<file path="config.mk">
export PLATFORM = sky130hd
export DESIGN_NAME = store_data_queue
export DESIGN_NICKNAME = d
export VERILOG_FILES = /design/src/rtl/core_pkg.sv /design/src/rtl/store_align.sv /design/src/rtl/store_data_queue.sv
export SDC_FILE = /design/constraint.sdc
export NUM_CORES = 1
export LEC_CHECK = 0
export ABC_AREA = 1
export BUFFER_PORTS_ARGS = -buffer_cell sky130_fd_sc_hd__buf_2
export CORE_MARGIN = 2
export CORE_UTILIZATION = 66
export CTS_CLUSTER_SIZE = 20
export DETAILED_ROUTE_END_ITERATION = 10
export GPL_TIMING_DRIVEN = 0
export HOLD_SLACK_MARGIN = 0.15
export PLACE_DENSITY = 0.85
export SETUP_SLACK_MARGIN = 0.4
export SLEW_MARGIN = 5
export SYNTH_ARGS = -nofsm -noshare
export SYNTH_HDL_FRONTEND = slang
export SYNTH_SLANG_ARGS = --single-unit
</file>
<file path="constraint.sdc">
create_clock -name clk -period 17.9 [get_ports clk]
set_input_delay 0.895 -clock clk [delete_from_list [all_inputs] [get_ports clk]]
set_output_delay 0.895 -clock clk [all_outputs]
set_load 0.02 [all_outputs]
</file>
<file path="src/rtl/core_pkg.sv">
// =============================================================================
// Module      : core_pkg
// Description : Shared store-data-queue sizing and entry record type.
// Revision    : 1.0 - initial release
// =============================================================================
`default_nettype none

package core_pkg;

    localparam int SDQ_ENTRIES = 8;
    localparam int SDQ_IDX_W   = $clog2(SDQ_ENTRIES);
    localparam int SDQ_PTR_W   = SDQ_IDX_W + 1;

    localparam logic [1:0] c_size_byte = 2'd0;
    localparam logic [1:0] c_size_half = 2'd1;
    localparam logic [1:0] c_size_word = 2'd2;

    typedef struct packed {
        logic        vld;
        logic        addr_vld;
        logic        committed;
        logic [31:0] addr;
        logic [31:0] data;
        logic [1:0]  size;
    } sdq_entry_t;

endpackage

`default_nettype wire

</file>
<file path="src/rtl/store_align.sv">
// =============================================================================
// Module      : store_align
// Description : Byte-lane enables and data placement for a store write.
// Revision    : 1.0 - initial release
// =============================================================================
`default_nettype none

module store_align
    import core_pkg::*;
(
    input  logic [1:0]  addr_lo,
    input  logic [1:0]  size,
    input  logic [31:0] data_in,
    output logic [3:0]  be,
    output logic [31:0] data_out
);

    always_comb begin
        be = 4'b1111;
        case (size)
            c_size_byte: be = 4'b0001 << addr_lo;
            c_size_half: be = 4'b0011 << addr_lo;
            default:     be = 4'b1111;
        endcase
    end

    assign data_out = data_in << {addr_lo, 3'b000};

endmodule

`default_nettype wire

</file>
<file path="src/rtl/store_data_queue.sv">
// =============================================================================
// Module      : store_data_queue
// Description : In-order store queue with dispatch/execute/commit/drain stages.
// Revision    : 1.0 - initial release
// =============================================================================
`default_nettype none

module store_data_queue
    import core_pkg::*;
(
    input  logic                 clk,
    input  logic                 rst,
    input  logic                 disp_vld,
    output logic                 disp_full,
    output logic [SDQ_IDX_W-1:0] disp_sdq_idx,
    output logic [SDQ_PTR_W-1:0] disp_sdq_marker,
    input  logic                 exec_vld,
    input  logic [SDQ_IDX_W-1:0] exec_sdq_idx,
    input  logic [31:0]          exec_addr,
    input  logic [31:0]          exec_data,
    input  logic [1:0]           exec_size,
    input  logic                 commit_vld,
    input  logic                 flush,
    output logic                 drain_vld,
    input  logic                 drain_rdy,
    output logic [31:0]          drain_addr,
    output logic [31:0]          drain_data,
    output logic [3:0]           drain_be,
    output logic [SDQ_PTR_W-1:0] sdq_head_marker
);

    sdq_entry_t           r_ent [SDQ_ENTRIES];
    logic [SDQ_PTR_W-1:0] r_head;
    logic [SDQ_PTR_W-1:0] r_cmt;
    logic [SDQ_PTR_W-1:0] r_tail;

    logic [SDQ_PTR_W-1:0] w_occ;
    logic [SDQ_PTR_W-1:0] w_cmt_next;
    logic [SDQ_PTR_W-1:0] w_flush_cnt;
    logic [SDQ_IDX_W-1:0] w_head_idx;
    logic [SDQ_IDX_W-1:0] w_cmt_idx;
    logic [SDQ_IDX_W-1:0] w_tail_idx;
    logic                 w_disp_fire;
    logic                 w_exec_fire;
    logic                 w_commit_fire;
    logic                 w_drain_fire;
    logic [SDQ_ENTRIES-1:0] w_flush_kill;
    sdq_entry_t           w_head_ent;

    assign w_head_idx = r_head[SDQ_IDX_W-1:0];
    assign w_cmt_idx  = r_cmt[SDQ_IDX_W-1:0];
    assign w_tail_idx = r_tail[SDQ_IDX_W-1:0];
    assign w_head_ent = r_ent[w_head_idx];

    assign w_occ     = r_tail - r_head;
    assign disp_full = (w_occ == SDQ_PTR_W'(SDQ_ENTRIES));

    assign disp_sdq_idx    = w_tail_idx;
    assign disp_sdq_marker = r_tail;
    assign sdq_head_marker = r_head;

    assign w_disp_fire = disp_vld && !disp_full && !flush;
    // Committed entries are frozen so a stalled drain keeps its outputs stable.
    assign w_exec_fire = exec_vld && !flush && r_ent[exec_sdq_idx].vld
                         && !r_ent[exec_sdq_idx].committed;
    assign w_commit_fire = commit_vld && (r_cmt != r_tail) && r_ent[w_cmt_idx].addr_vld;
    assign w_cmt_next    = w_commit_fire ? r_cmt + 1'b1 : r_cmt;
    assign w_flush_cnt   = r_tail - w_cmt_next;

    // An entry is squashed when its offset from the post-commit pointer lies inside the uncommitted span.
    always_comb begin
        w_flush_kill = '0;
        for (int i = 0; i < SDQ_ENTRIES; i++) begin
            w_flush_kill[i] = ({1'b0, SDQ_IDX_W'(i) - w_cmt_next[SDQ_IDX_W-1:0]} < w_flush_cnt);
        end
    end

    assign drain_vld    = w_head_ent.vld && w_head_ent.committed && w_head_ent.addr_vld;
    assign w_drain_fire = drain_vld && drain_rdy;
    assign drain_addr   = {w_head_ent.addr[31:2], 2'b00};

    store_align u_align (
        .addr_lo  (w_head_ent.addr[1:0]),
        .size     (w_head_ent.size),
        .data_in  (w_head_ent.data),
        .be       (drain_be),
        .data_out (drain_data)
    );

    always_ff @(posedge clk) begin
        if (rst) begin
            r_head <= '0;
            r_cmt  <= '0;
            r_tail <= '0;
            for (int i = 0; i < SDQ_ENTRIES; i++) begin
                r_ent[i] <= '0;
            end
        end else begin
            if (w_drain_fire) begin
                r_head <= r_head + 1'b1;
            end
            r_cmt <= w_cmt_next;
            if (flush) begin
                r_tail <= w_cmt_next;
            end else if (w_disp_fire) begin
                r_tail <= r_tail + 1'b1;
            end

            for (int i = 0; i < SDQ_ENTRIES; i++) begin
                if (w_drain_fire && (w_head_idx == SDQ_IDX_W'(i))) begin
                    r_ent[i].vld <= 1'b0;
                end
                if (w_disp_fire && (w_tail_idx == SDQ_IDX_W'(i))) begin
                    r_ent[i].vld       <= 1'b1;
                    r_ent[i].addr_vld  <= 1'b0;
                    r_ent[i].committed <= 1'b0;
                end
                if (w_exec_fire && (exec_sdq_idx == SDQ_IDX_W'(i))) begin
                    r_ent[i].addr     <= exec_addr;
                    r_ent[i].data     <= exec_data;
                    r_ent[i].size     <= exec_size;
                    r_ent[i].addr_vld <= 1'b1;
                end
                if (w_commit_fire && (w_cmt_idx == SDQ_IDX_W'(i))) begin
                    r_ent[i].committed <= 1'b1;
                end
                if (flush && w_flush_kill[i]) begin
                    r_ent[i].vld       <= 1'b0;
                    r_ent[i].addr_vld  <= 1'b0;
                    r_ent[i].committed <= 1'b0;
                end
            end
        end
    end

endmodule

`default_nettype wire

</file>
==> run summary <==
status = finished with violations
failing checks = design-rule violations
vias in the first global route = 22000
Synth Warn # = 0
area of the die = 0.0415 mm²
Pwr Density = 110 mW/mm²
CP endpoint kind = primary output
CP delay by family, top = buffers and inverters
ANT cells = 0
max-cap violations = 0
largest net degree at the start of global routing = 53
ratio of cells with drive above 1 in the final layout = 11.6%
Crit-path slowest cell = clkbuf_1
initial antenna violation count = 2
ratio of final minimum period to clock period = 31.4%
crit path cell chain = clkbuf_1 > inv_1 > clkbuf_1 > clkbuf_1 > clkbuf_1 > o21ai_0 > o22ai_1 > nor2_1 > a31oi_1 > buf_2
initial core utilization = 66.5%
CTS sink cnt = 567
Synth-to-Final Area Change = 13.6%
Total GRT Usage = 40.0%
Post-DRT Antenna Nets = 0
Arr. time, crit path = 4.73 ns
Pre-antenna DRT Iters = 11
die width = 204 µm
Worst Skew = 0.0144 ns
CTS Buffer Depth = 3
fmax = 0.178 GHz
reg2reg setup slack = 14.22 ns
routed vias = 22300
CP most frequent cell = clkbuf_1
number of remaining DRC errors = 1
RSZ-0062 raised after global routing = false
setup_tns = 0 ns
routability-driven placement congestion ratio = 0.961
wire length of the first global-routing pass = 124000 µm
Global Route met3 Usage = 10.2%
HP Class = reg2reg
Layout Nets = 2977
Worst-Margin Slew = 1.25 ns
Req. time, crit path = 17.01 ns
Layout Utilization = 75.5%
Die Y = 204 µm
# resized after CTS = 0
final setup fails = 0
clock-pin transition on the worst setup and hold timing paths = 0.06 ns
Pins Over Slew Limit = 0
CTS tree = done
final wirelength = 83100 µm
hold slack = 0.560 ns
Synth Cell Area = 0.0263 mm²
Final Hold Viols = 0
Max-slew headroom = 17.0%
pre-CTS WS = 13.26 ns
CP Launch Type = flip-flop
H-tree levels = 2
Std-Cell Rows = 73
Detailed Place HPWL = 52800 µm
CP peak stage delay = 0.69 ns
Port Buffers = 153
Bufs and invs on worst path = 6
WL/cell = 24.1 µm
syn_area_per_cell = 9.90 µm²
initial drt markers = 3386
cells after synthesis = 2656
met1 usage = 52.4%
met2 usage = 61.8%
Skew-Pair Late Insertion Delay = 0.61 ns
CP max FO = 10
root buffer cell = clkbuf_16
IO Count = 157
VDD IR-drop max = 0.0811 mV
library cells used by synthesis = 49
Leak = 11.9 nW
WS Path Type = reg2out
hold buffer count at CTS = 0
Core Footprint = 0.0395 mm²
CTS Buf Count = 54
final setup margin = 12.28 ns
Via density = 6.48
Post-CTS Setup Repair Bufs = 0
global route overflow = 0
Final min period = 5.62 ns
fraction of the yosys area taken by sequential cells = 64.2%
GR peak layer = met2
most common cell after layout, fill and taps aside = nor2_1
commonest cells after routing, fill and taps aside = nor2_1 (864), edfxtp_1 (552), o21ai_0 (313)
fillers = 2553
#FFs+latches synth = 567
-- stage by stage --
stage          power [mW]  cell area (µm²)  cells
2_1_floorplan        1.92            26300   2657
4_1_cts              3.26            29900   3444
3_5_place_dp         2.12            28100   3346
3_3_place_gp         2.10            27700   3335
5_1_grt              3.37            29900   3444
6_report             3.29            29900   3444
-- worst paths after layout --
kind,from,to,cells after the start
max,flip-flop,drain_addr[29],10
max reg2reg,r_ent[3][66]$_SDFFCE_PP0P_,r_ent[5][62]$_SDFFCE_PN0P_,11
min,r_cmt[3]$_SDFF_PP0_,r_cmt[3]$_SDFF_PP0_,2
min reg2reg,r_cmt[3]$_SDFF_PP0_,r_cmt[3]$_SDFF_PP0_,2
-- area by class of cell --
| class | count | area, µm² | share of cell area (%) |
|---|---|---|---|
| sequential | 567 | 16900 | 56.5 |
| multi-input combinational | 1720 | 8000 | 26.8 |
| clock buffer | 67 | 1460 | 4.90 |
| timing repair buffer | 164 | 1050 | 3.53 |
| buffer | 176 | 768 | 2.57 |
| inverter | 194 | 733 | 2.45 |
| tap | 525 | 657 | 2.20 |
| clock inverter | 31 | 328 | 1.10 |
-- routing by layer --
| metal | routed length (µm) | up-vias | part of all wire [%] |
|---|---|---|---|
| met2 | 37400 | 2093 | 45 |
| li1 | - | 9523 | - |
| met4 | 4840 | 6 | 5.8 |
| met3 | 13200 | 415 | 16 |
| met1 | 27700 | 10300 | 33 |
| met5 | 46 | - | 0.055 |
-- worst register-to-register path, delay by kind of cell (launching register included) --
kind,cells,cell delay [ns]
AOI/OAI and AO/OA,3,0.57
buffers and inverters,4,1.09
DFF,1,0.41
and+or+nand+nor,4,1.26
-- cell usage after synthesis, drive strengths merged --
library cell / instances / area (µm²)
nor2: 866 / 3270
edfxtp: 552 / 16600
o21ai: 317 / 1590
nand2: 214 / 866
inv: 192 / 726
clkbuf: 115 / 433
o22ai: 86 / 538
nand3: 73 / 385
buf: 61 / 335
a31oi: 32 / 200
o221ai: 26 / 228
ha: 24 / 300
nand4: 18 / 119
a21oi: 17 / 85.1
dfxtp: 15 / 300
nor3: 9 / 50.1
a221o: 6 / 60.1
xor2: 5 / 43.8
a21boi: 4 / 30.0
nand3b: 3 / 22.5
xnor2: 3 / 26.3
a211oi: 2 / 15.0
a22o: 2 / 17.5
a22oi: 2 / 15.0
clkinv: 2 / 7.51
a31o: 1 / 8.76
a41oi: 1 / 8.76
and2: 1 / 6.26
and3: 1 / 6.26
conb: 1 / 3.75
nor4: 1 / 6.26
o211ai: 1 / 7.51
o21bai: 1 / 7.51
o2bb2ai: 1 / 8.76
or2: 1 / 6.26
-- sequential cells by signal, indices dropped and copies added, names as in the netlist, named ones only --
signal	flops
disp_sdq_marker	4
r_cmt	4
r_ent	552
sdq_head_marker	4
-- where the power goes --
group          switching (mW)  internal [mW]
Combinational           0.416          0.152
Sequential             0.0253           1.52
Clock                   0.499          0.678
Total                   0.940           2.35
-- cell families (layout without fill, tap and decap cells) --
logic type	after synthesis	after routing	synth area share (%)
buffers and inverters	370	632	5.71
AOI/OAI and AO/OA	499	499	10.7
other	1	2	0.0143
DFF	567	567	64.2
and+or+nand+nor	1187	1187	18.0
adders and majority gates	24	24	1.14
xor gates and xnor gates	8	8	0.266
Power figures use the tool's default switching activity.
